===== src/rtl/jk_bank_arbiter.sv =====
// jk_bank_arbiter: round-robin arbiter that feeds a two-stage command pipe
// into a bank of NBITS JK flip-flops. Requesters compete for a one-hot
// grant. The winning command (j, k, idx) is captured into an apply stage and
// written to q one edge later. Throughput is one command per cycle.
//
// Optional feature: define JK_ARB_GNT_CNT_EN to add the gnt_cnt port. It holds
// one 8-bit saturating grant counter per requester.
//
// Handshake: req[i] is the requester's valid and gnt[i] is its ready. A
// command transfers on a rising edge where both are high. gnt is
// combinational from req, clr and the round-robin pointer. A requester may
// drop req at any time. Holding req high after a transfer presents a new
// command.
module jk_bank_arbiter #(
  parameter int NREQ  = 4,
  parameter int NBITS = 8,
  parameter int IDXW  = 3
) (
  input  logic                 clk,
  input  logic                 reset,
  input  logic [NREQ-1:0]      req,
  input  logic [NREQ-1:0]      j,
  input  logic [NREQ-1:0]      k,
  input  logic [NREQ*IDXW-1:0] idx,
  input  logic                 clr,
  output logic [NREQ-1:0]      gnt,
  output logic [NBITS-1:0]     q,
  output logic                 busy
`ifdef JK_ARB_GNT_CNT_EN
  ,
  output logic [NREQ*8-1:0]    gnt_cnt
`endif
);

  localparam int PTRW = $clog2(NREQ);

  logic [PTRW-1:0] ptr;
  logic [PTRW-1:0] win;
  logic            accept;
  logic            st_j;
  logic            st_k;
  logic [IDXW-1:0] st_idx;

  // Round-robin search: first requester at or above ptr, then wrap to those below it.
  always_comb begin
    gnt    = '0;
    win    = '0;
    accept = 1'b0;
    for (int i = 0; i < NREQ; i++) begin
      if (!clr && !accept && req[i] && (i >= int'(ptr))) begin
        gnt[i] = 1'b1;
        win    = PTRW'(i);
        accept = 1'b1;
      end
    end
    for (int i = 0; i < NREQ; i++) begin
      if (!clr && !accept && req[i] && (i < int'(ptr))) begin
        gnt[i] = 1'b1;
        win    = PTRW'(i);
        accept = 1'b1;
      end
    end
  end

  // Pointer, apply stage and bank. Applying the old stage and capturing a new
  // command share one edge, so same-bit commands resolve in order.
  always_ff @(posedge clk or posedge reset) begin
    if (reset) begin
      ptr    <= '0;
      busy   <= 1'b0;
      st_j   <= 1'b0;
      st_k   <= 1'b0;
      st_idx <= '0;
      q      <= '0;
    end else if (clr) begin
      busy   <= 1'b0;
      st_j   <= 1'b0;
      st_k   <= 1'b0;
      st_idx <= '0;
      q      <= '0;
    end else begin
      if (busy) begin
        case ({st_j, st_k})
          2'b01:   q[st_idx] <= 1'b0;
          2'b10:   q[st_idx] <= 1'b1;
          2'b11:   q[st_idx] <= ~q[st_idx];
          default: q[st_idx] <= q[st_idx];
        endcase
      end
      if (accept) begin
        busy   <= 1'b1;
        st_j   <= j[win];
        st_k   <= k[win];
        st_idx <= idx[int'(win)*IDXW +: IDXW];
        ptr    <= (win == PTRW'(NREQ-1)) ? '0 : win + 1'b1;
      end else begin
        busy   <= 1'b0;
      end
    end
  end

`ifdef JK_ARB_GNT_CNT_EN
  // Per-requester grant counters. They saturate at 255. clr leaves them alone.
  always_ff @(posedge clk or posedge reset) begin
    if (reset) begin
      gnt_cnt <= '0;
    end else begin
      for (int i = 0; i < NREQ; i++) begin
        if (gnt[i] && (gnt_cnt[i*8 +: 8] != 8'hFF)) begin
          gnt_cnt[i*8 +: 8] <= gnt_cnt[i*8 +: 8] + 8'd1;
        end
      end
    end
  end
`endif

endmodule

===== config.mk =====
export PLATFORM = sky130hd
export DESIGN_NAME = jk_bank_arbiter
export DESIGN_NICKNAME = d
export VERILOG_FILES = /design/src/rtl/jk_bank_arbiter.sv
export SDC_FILE = /design/constraint.sdc
export NUM_CORES = 1
export LEC_CHECK = 0
export CORE_MARGIN = 1.5
export CORE_UTILIZATION = 55
export DETAILED_ROUTE_END_ITERATION = 12
export DONT_BUFFER_PORTS = 1
export PLACE_DENSITY = 0.7
export SETUP_SLACK_MARGIN = 0.2
export SLEW_MARGIN = 20
export SYNTH_ARGS = -nofsm -noshare
export SYNTH_HDL_FRONTEND = slang
export SYNTH_SLANG_ARGS = --single-unit

===== constraint.sdc =====
create_clock -name clk -period 2.1 [get_ports clk]
set_clock_uncertainty 0.05 [all_clocks]
set_input_delay 0.315 -clock clk [delete_from_list [all_inputs] [get_ports clk]]
set_output_delay 0.315 -clock clk [all_outputs]
set_load 0.01 [all_outputs]

**Word-level counts from Yosys, hierarchy flattened**

Cells that the tools add are included.

- Flip-flop bits (word level): 16
- Input port bits: 27
- Output and inout port bits: 13
- Logic and storage cells: 98

- Add/sub/neg operators: 1
- Multiply operators: 1
- $lt $le $gt $ge: 9
- Equality and inequality tests: 4
- Shift operators: 1
- Mux-type cells: 41
- Bitwise gates (word level): 5
- Reduce and logical (&&, ||, !) cells: 30

Operator list:

| operator | count |
|---|---|
| 1-bit two-way mux | 24 |
| 8-bit one-hot mux with 3 select lines | 1 |
| 1-bit logical AND | 20 |
| 8-bit bitwise mux | 2 |
| 8-bit two-way mux | 2 |
| 2-bit two-way mux | 6 |
| 12-bit by 5-bit indexed part select with 3-bit output | 1 |
| 8-bit bitwise AND | 1 |
| 8-bit inverter | 1 |
| 8-bit bitwise OR | 1 |
| 1-bit logical NOT | 7 |
| 2-bit == test, second input constant | 3 |
| 3-bit two-way mux | 2 |
| 1-bit binary-select mux with 2-bit select | 2 |
| 1-bit by 2-bit greater-or-equal comparator with 1-bit output, first input constant | 2 |
| 1-bit by 2-bit < comparator with 1-bit output, first input constant | 2 |
| 3-bit by 4-bit < comparator with 1-bit output, second input constant | 1 |
| 2-bit by 2-bit multiplier with 4-bit output, second input constant | 1 |
| 2-bit nonzero test | 2 |
| 1-bit binary-select mux with 3-bit select | 1 |
| 1-bit demux with 3-bit select | 1 |
| 3-bit by 1-bit greater-or-equal comparator with 1-bit output, second input constant | 1 |
| 2-bit by 3-bit < comparator with 1-bit output, second input constant | 1 |
| 2-bit by 1-bit adder with 2-bit output, second input constant | 1 |
| other kinds (5) | 6 |

**Longest topological paths before layout**

- Depth in word-level cells: 37
- Mapped depth: 6

**Least setup slack after synthesis**

Ideal clock, no wire load.

- Kind: input-to-reg
- From: in req[0]
- To: reg st_idx[0]
- Setup time: 0.126 ns
- Arrival time: 1.639 ns
- Setup slack: 0.285 ns
- Cell stages on the path: 5
- Cell sequence: nor2b_2 > o31a_2 > nor2_4 > mux2_2 > a221o_1

- Word-level cells in the longest chain between the ends: 36

RTL lines:

| item | line | text |
|---|---|---|
| start: declaration | 21 | `input logic [NREQ-1:0] req,` |
| 1-bit logical AND (2 in a row) | 50 | `if (!clr && !accept && req[i] && (i >= int'(ptr))) begin` |
| 1-bit two-way mux | 50 |  |
| 1-bit logical NOT | 50 |  |
| 1-bit logical AND (3 in a row) | 50 |  |
| 1-bit two-way mux | 50 |  |
| 1-bit logical NOT | 50 |  |
| 1-bit logical AND (3 in a row) | 50 |  |
| 1-bit two-way mux | 50 |  |
| [13 not listed] | -- |  |
| 1-bit two-way mux | 57 | `if (!clr && !accept && req[i] && (i < int'(ptr))) begin` |
| 1-bit logical NOT | 57 |  |
| 1-bit logical AND (3 in a row) | 57 |  |
| 2-bit two-way mux | 57 |  |
| 2-bit by 2-bit multiplier with 4-bit output | 94 | `st_idx <= idx[int'(win)*IDXW +: IDXW];` |
| 12-bit by 5-bit indexed part select with 3-bit output | 94 |  |
| 3-bit two-way mux | 90 | `if (accept) begin` |
| 3-bit two-way mux | 75 | `end else if (clr) begin` |
| end signal: assignment | 94 |  |
| end: declaration | 42 | `logic [IDXW-1:0] st_idx;` |

Parallel ways exist; a longest one is shown, timed or not. The select of a mux whose other input is x is not followed.
A chain may end at the register's enable or synchronous reset.

**Final worst setup path**

- From: reg st_idx[1]
- To: reg q[3]

- Word-level cells in the longest chain between the ends: 9

RTL lines:

| item | line | text |
|---|---|---|
| 3-bit by 4-bit < comparator with 1-bit output (not written as such) / 3-bit by 1-bit greater-or-equal comparator with 1-bit output (equally long branches) | -- |  |
| 1-bit logical AND (not written as such) | -- |  |
| 1-bit two-way mux (not written as such) | -- |  |
| 1-bit demux with 3-bit select | -- |  |
| 8-bit inverter (no source line) | -- |  |
| 8-bit bitwise AND (no source line) | -- |  |
| 8-bit one-hot mux with 3 select lines * | 83 | `case ({st_j, st_k})` |
| 8-bit two-way mux * | 82 | `if (busy) begin` |
| 8-bit two-way mux * | 75 |  |
| end signal: indexed assignment | 86 | `2'b11: q[st_idx] <= ~q[st_idx];` |
| end signal: indexed assignment | 87 | `default: q[st_idx] <= q[st_idx];` |
| end: declaration | 27 | `output logic [NBITS-1:0] q,` |

Mark *: on every way between the ends. The rest lies on a longest branch, timed or not. The select of a mux whose other input is x is not followed.

==> flow_summary.ini <==
[final_layout]
num_antenna_cells = 0
fill_cells = 127
fin_util = 0.749
final_cell_area_mm2 = 0.00134
final_nets = 158
drive_gt1_frac = 0.377
area_delta_synth_final_pct = 24.9

[logic_synthesis]
synth_area_leaders = dfrtp_1 37%, nor2_1 6.0%, a211oi_1 5.6%
syn_area_mm2 = 0.00107
synth_area_per_cell_um2 = 9.29
yosysWarnings = 0
ys_types = 38
synth-main-ff-cell = dfrtp_1
synth_top_cell_by_area = dfrtp_1
synth.top_cell.area_share = 0.375
syn-num-nets = 142
synth-edff-count = 0
async_flop_share = 1.00
netlist_instances = 115
synth-seq-cells = 16
ys_seq_area_frac = 0.375

[power]
p_leak_nw = 0.528
p_comb_frac = 0.484
p_sw_mw = 0.466
p_clk_frac = 0.166
irDropWorstVdd_mv = 0.544
power.internal_mw = 0.789
p_per_area_mw_per_mm2 = 940
power_frac_seq = 0.351
power.share.switching = 0.372

[critical_path]
cp_top_family = compound AO/OA/AOI/OAI gates
rr_startpoint = st_idx[1]
cp_data_required_time_ns = 2.24
cp_cell_sequence = mux2_4 > a221oi_2 > o221ai_2 > mux2i_4 > buf_12 > a211oi_2
crit_start = st_idx[1]
crit_type = flop to flop
crit_path_start_kind = flop
cpMaxStageDelayCell = dfrtp_1
cp_max_fo = 8
crit_path_end_kind = flop
cpPeakStageDelay_ns = 0.43
arrival_ns = 2.10
cp.buffers_inverters = 1

[cts]
worstSkewPairLatency_ns = 0.29
clk_path_buf_depth = 2
clkSinkCount = 16
cts_tree = yes
cts.root.buffer_cell = clkbuf_4
cts_buffers = 3
cts_max_level = 1
path_clk_slew_ns = 0.10

[floorplan]
fp-row-count = 15
core_area_mm2 = 0.00178
die_area_mm2 = 0.00222
die_w_um = 47.1
start_util = 0.599
fp.dieH_um = 47.1
io_pins = 40

[detailed_routing]
dr.pass1.iters = 4
vias = 986
vias_per_cell = 6.36
drc = 0
wl_um = 2630
drt_iter0_markers = 52
ant_nets = 0
post_drt_wl_per_cell_um = 17.0

[placed_design]
dp_hpwl_um = 1760
post_dp_cell_area_mm2 = 0.00109
post-place-ws_ns = 0.127
gp_congestion = 0.842
port_buffers = 0

[timing]
relSlewSlack = 0.610
finalCriticalPeriod_ns = 1.96
finalCritPeriodShare = 0.933
tns_ns = 0
worst_slew_pin_slew_ns = 0.585
setup_ws_ns = 0.141
drv_slew = 0
timing.final.hold_violations = 0
rsz0062_at_grt = true
setup_viol = 0
max_freq_ghz = 0.511

[global_routing]
grt.overflow.total = 0
track_usage = 0.252
grt_pass1_wl_um = 3940
grt_pass1_vias = 886
antenna_found_initial = 0
grt_max_degree = 17

[job]
maxCapViolCount = 0

[run_status]
status = completed

[worst_hold_path]
min_path_type = primary input to flop
hold_path.startpoint = clr
[power groups by stage]
stage | registers, mW | clock network, mW | logic [mW]
floorplan | 0.408 | 0 | 0.356
global placement | 0.444 | 0 | 0.379
detailed placement | 0.445 | 0 | 0.389
CTS | 0.443 | 0.204 | 0.471
global route | 0.451 | 0.222 | 0.652
finish | 0.440 | 0.208 | 0.607
[area by class of cell]
class / instances / area, um2 / area share
Multi-Input combinational cell: 90 / 711 / 0.532
Sequential cell: 16 / 403 / 0.302
Timing Repair Buffer: 16 / 139 / 0.104
Clock buffer: 4 / 36.3 / 0.0272
Tap cell: 25 / 31.3 / 0.0234
Inverter: 4 / 15.0 / 0.0112
[placed cells by master (no fill, tap or decap), types with 2 or more instances in the layout]
cell type / netlist / routed
a221o_1: 5 / 5
nor2b_1: 2 / 2
nor2_1: 17 / 17
nand3_1: 5 / 5
nor3_1: 2 / 2
o21ai_0: 7 / 7
clkbuf_4: 0 / 3
nand2b_4: 0 / 2
inv_1: 4 / 4
mux2_4: 2 / 2
buf_4: 1 / 13
mux2_2: 4 / 4
dfrtp_1: 16 / 14
dfrtp_2: 0 / 2
nand2_1: 6 / 6
a21oi_1: 5 / 5
a211oi_2: 0 / 8
[logic make-up (layout without fill, tap and decap cells)]
logic type / after synthesis / in the layout / synth area share
DFF: 16 / 16 / 0.375
buffers and inverters: 9 / 24 / 0.0398
AOI/OAI and AO/OA: 37 / 37 / 0.285
and+or+nand+nor: 46 / 46 / 0.218
muxes: 7 / 7 / 0.0831
[flip-flops by register name (all words and copies together), names as in the netlist]
register and cells:
st_k 1, ptr 2, q 8, busy 1
st_j 1, st_idx 3
[stage by stage]
stage	cells	hold WS [ns]	power (mW)
floorplan	115	0.179	0.764
global placement	138	0.240	0.823
detailed placement	138	0.245	0.834
CTS	148	0.0256	1.12
global route	155	0.00712	1.32
finish	155	0.0160	1.26
[worst paths after layout]
path	cells past startpoint	slack, ns	end
worst max-delay path	6	0.14	q[3]
min in group asynchronous	2	0.46	busy
worst min register to register	1	0.48	st_k
worst min-delay path	1	0.02	q[2]
worst max register to register	6	0.14	q[3]
max in group asynchronous	2	1.12	st_idx[0]
[cells in the mapped netlist (2+ instances only)]
master and number:
buf_2 4, nand2b_1 3, nor2_1 17, and2_1 2, and3_1 2, a211oi_1 8
o21ai_0 7, inv_1 4, a221o_1 5, nor2b_1 2, mux2_2 4, nand2_1 6
nor3_1 2, dfrtp_1 16, a21oi_1 5, mux2_4 2, nand3_1 5
[what timing repair did]
item	in CTS	in global routing
buffers inserted	5	7
hold buffers	1	0
setup endpoints to repair	16	17
pin swaps	7	8
endpoints found under the hold margin	16	0
resized for setup	9	10
[metal layers]
layer  vias up  track usage  routed length [um]
li1        460            -                   -
met1       458        0.325                1090
met2        57        0.405                1290
met3        11       0.0462                 164
met4         0        0.128                  87
met5         -            0                   0
Power figures use the tool's default switching activity.
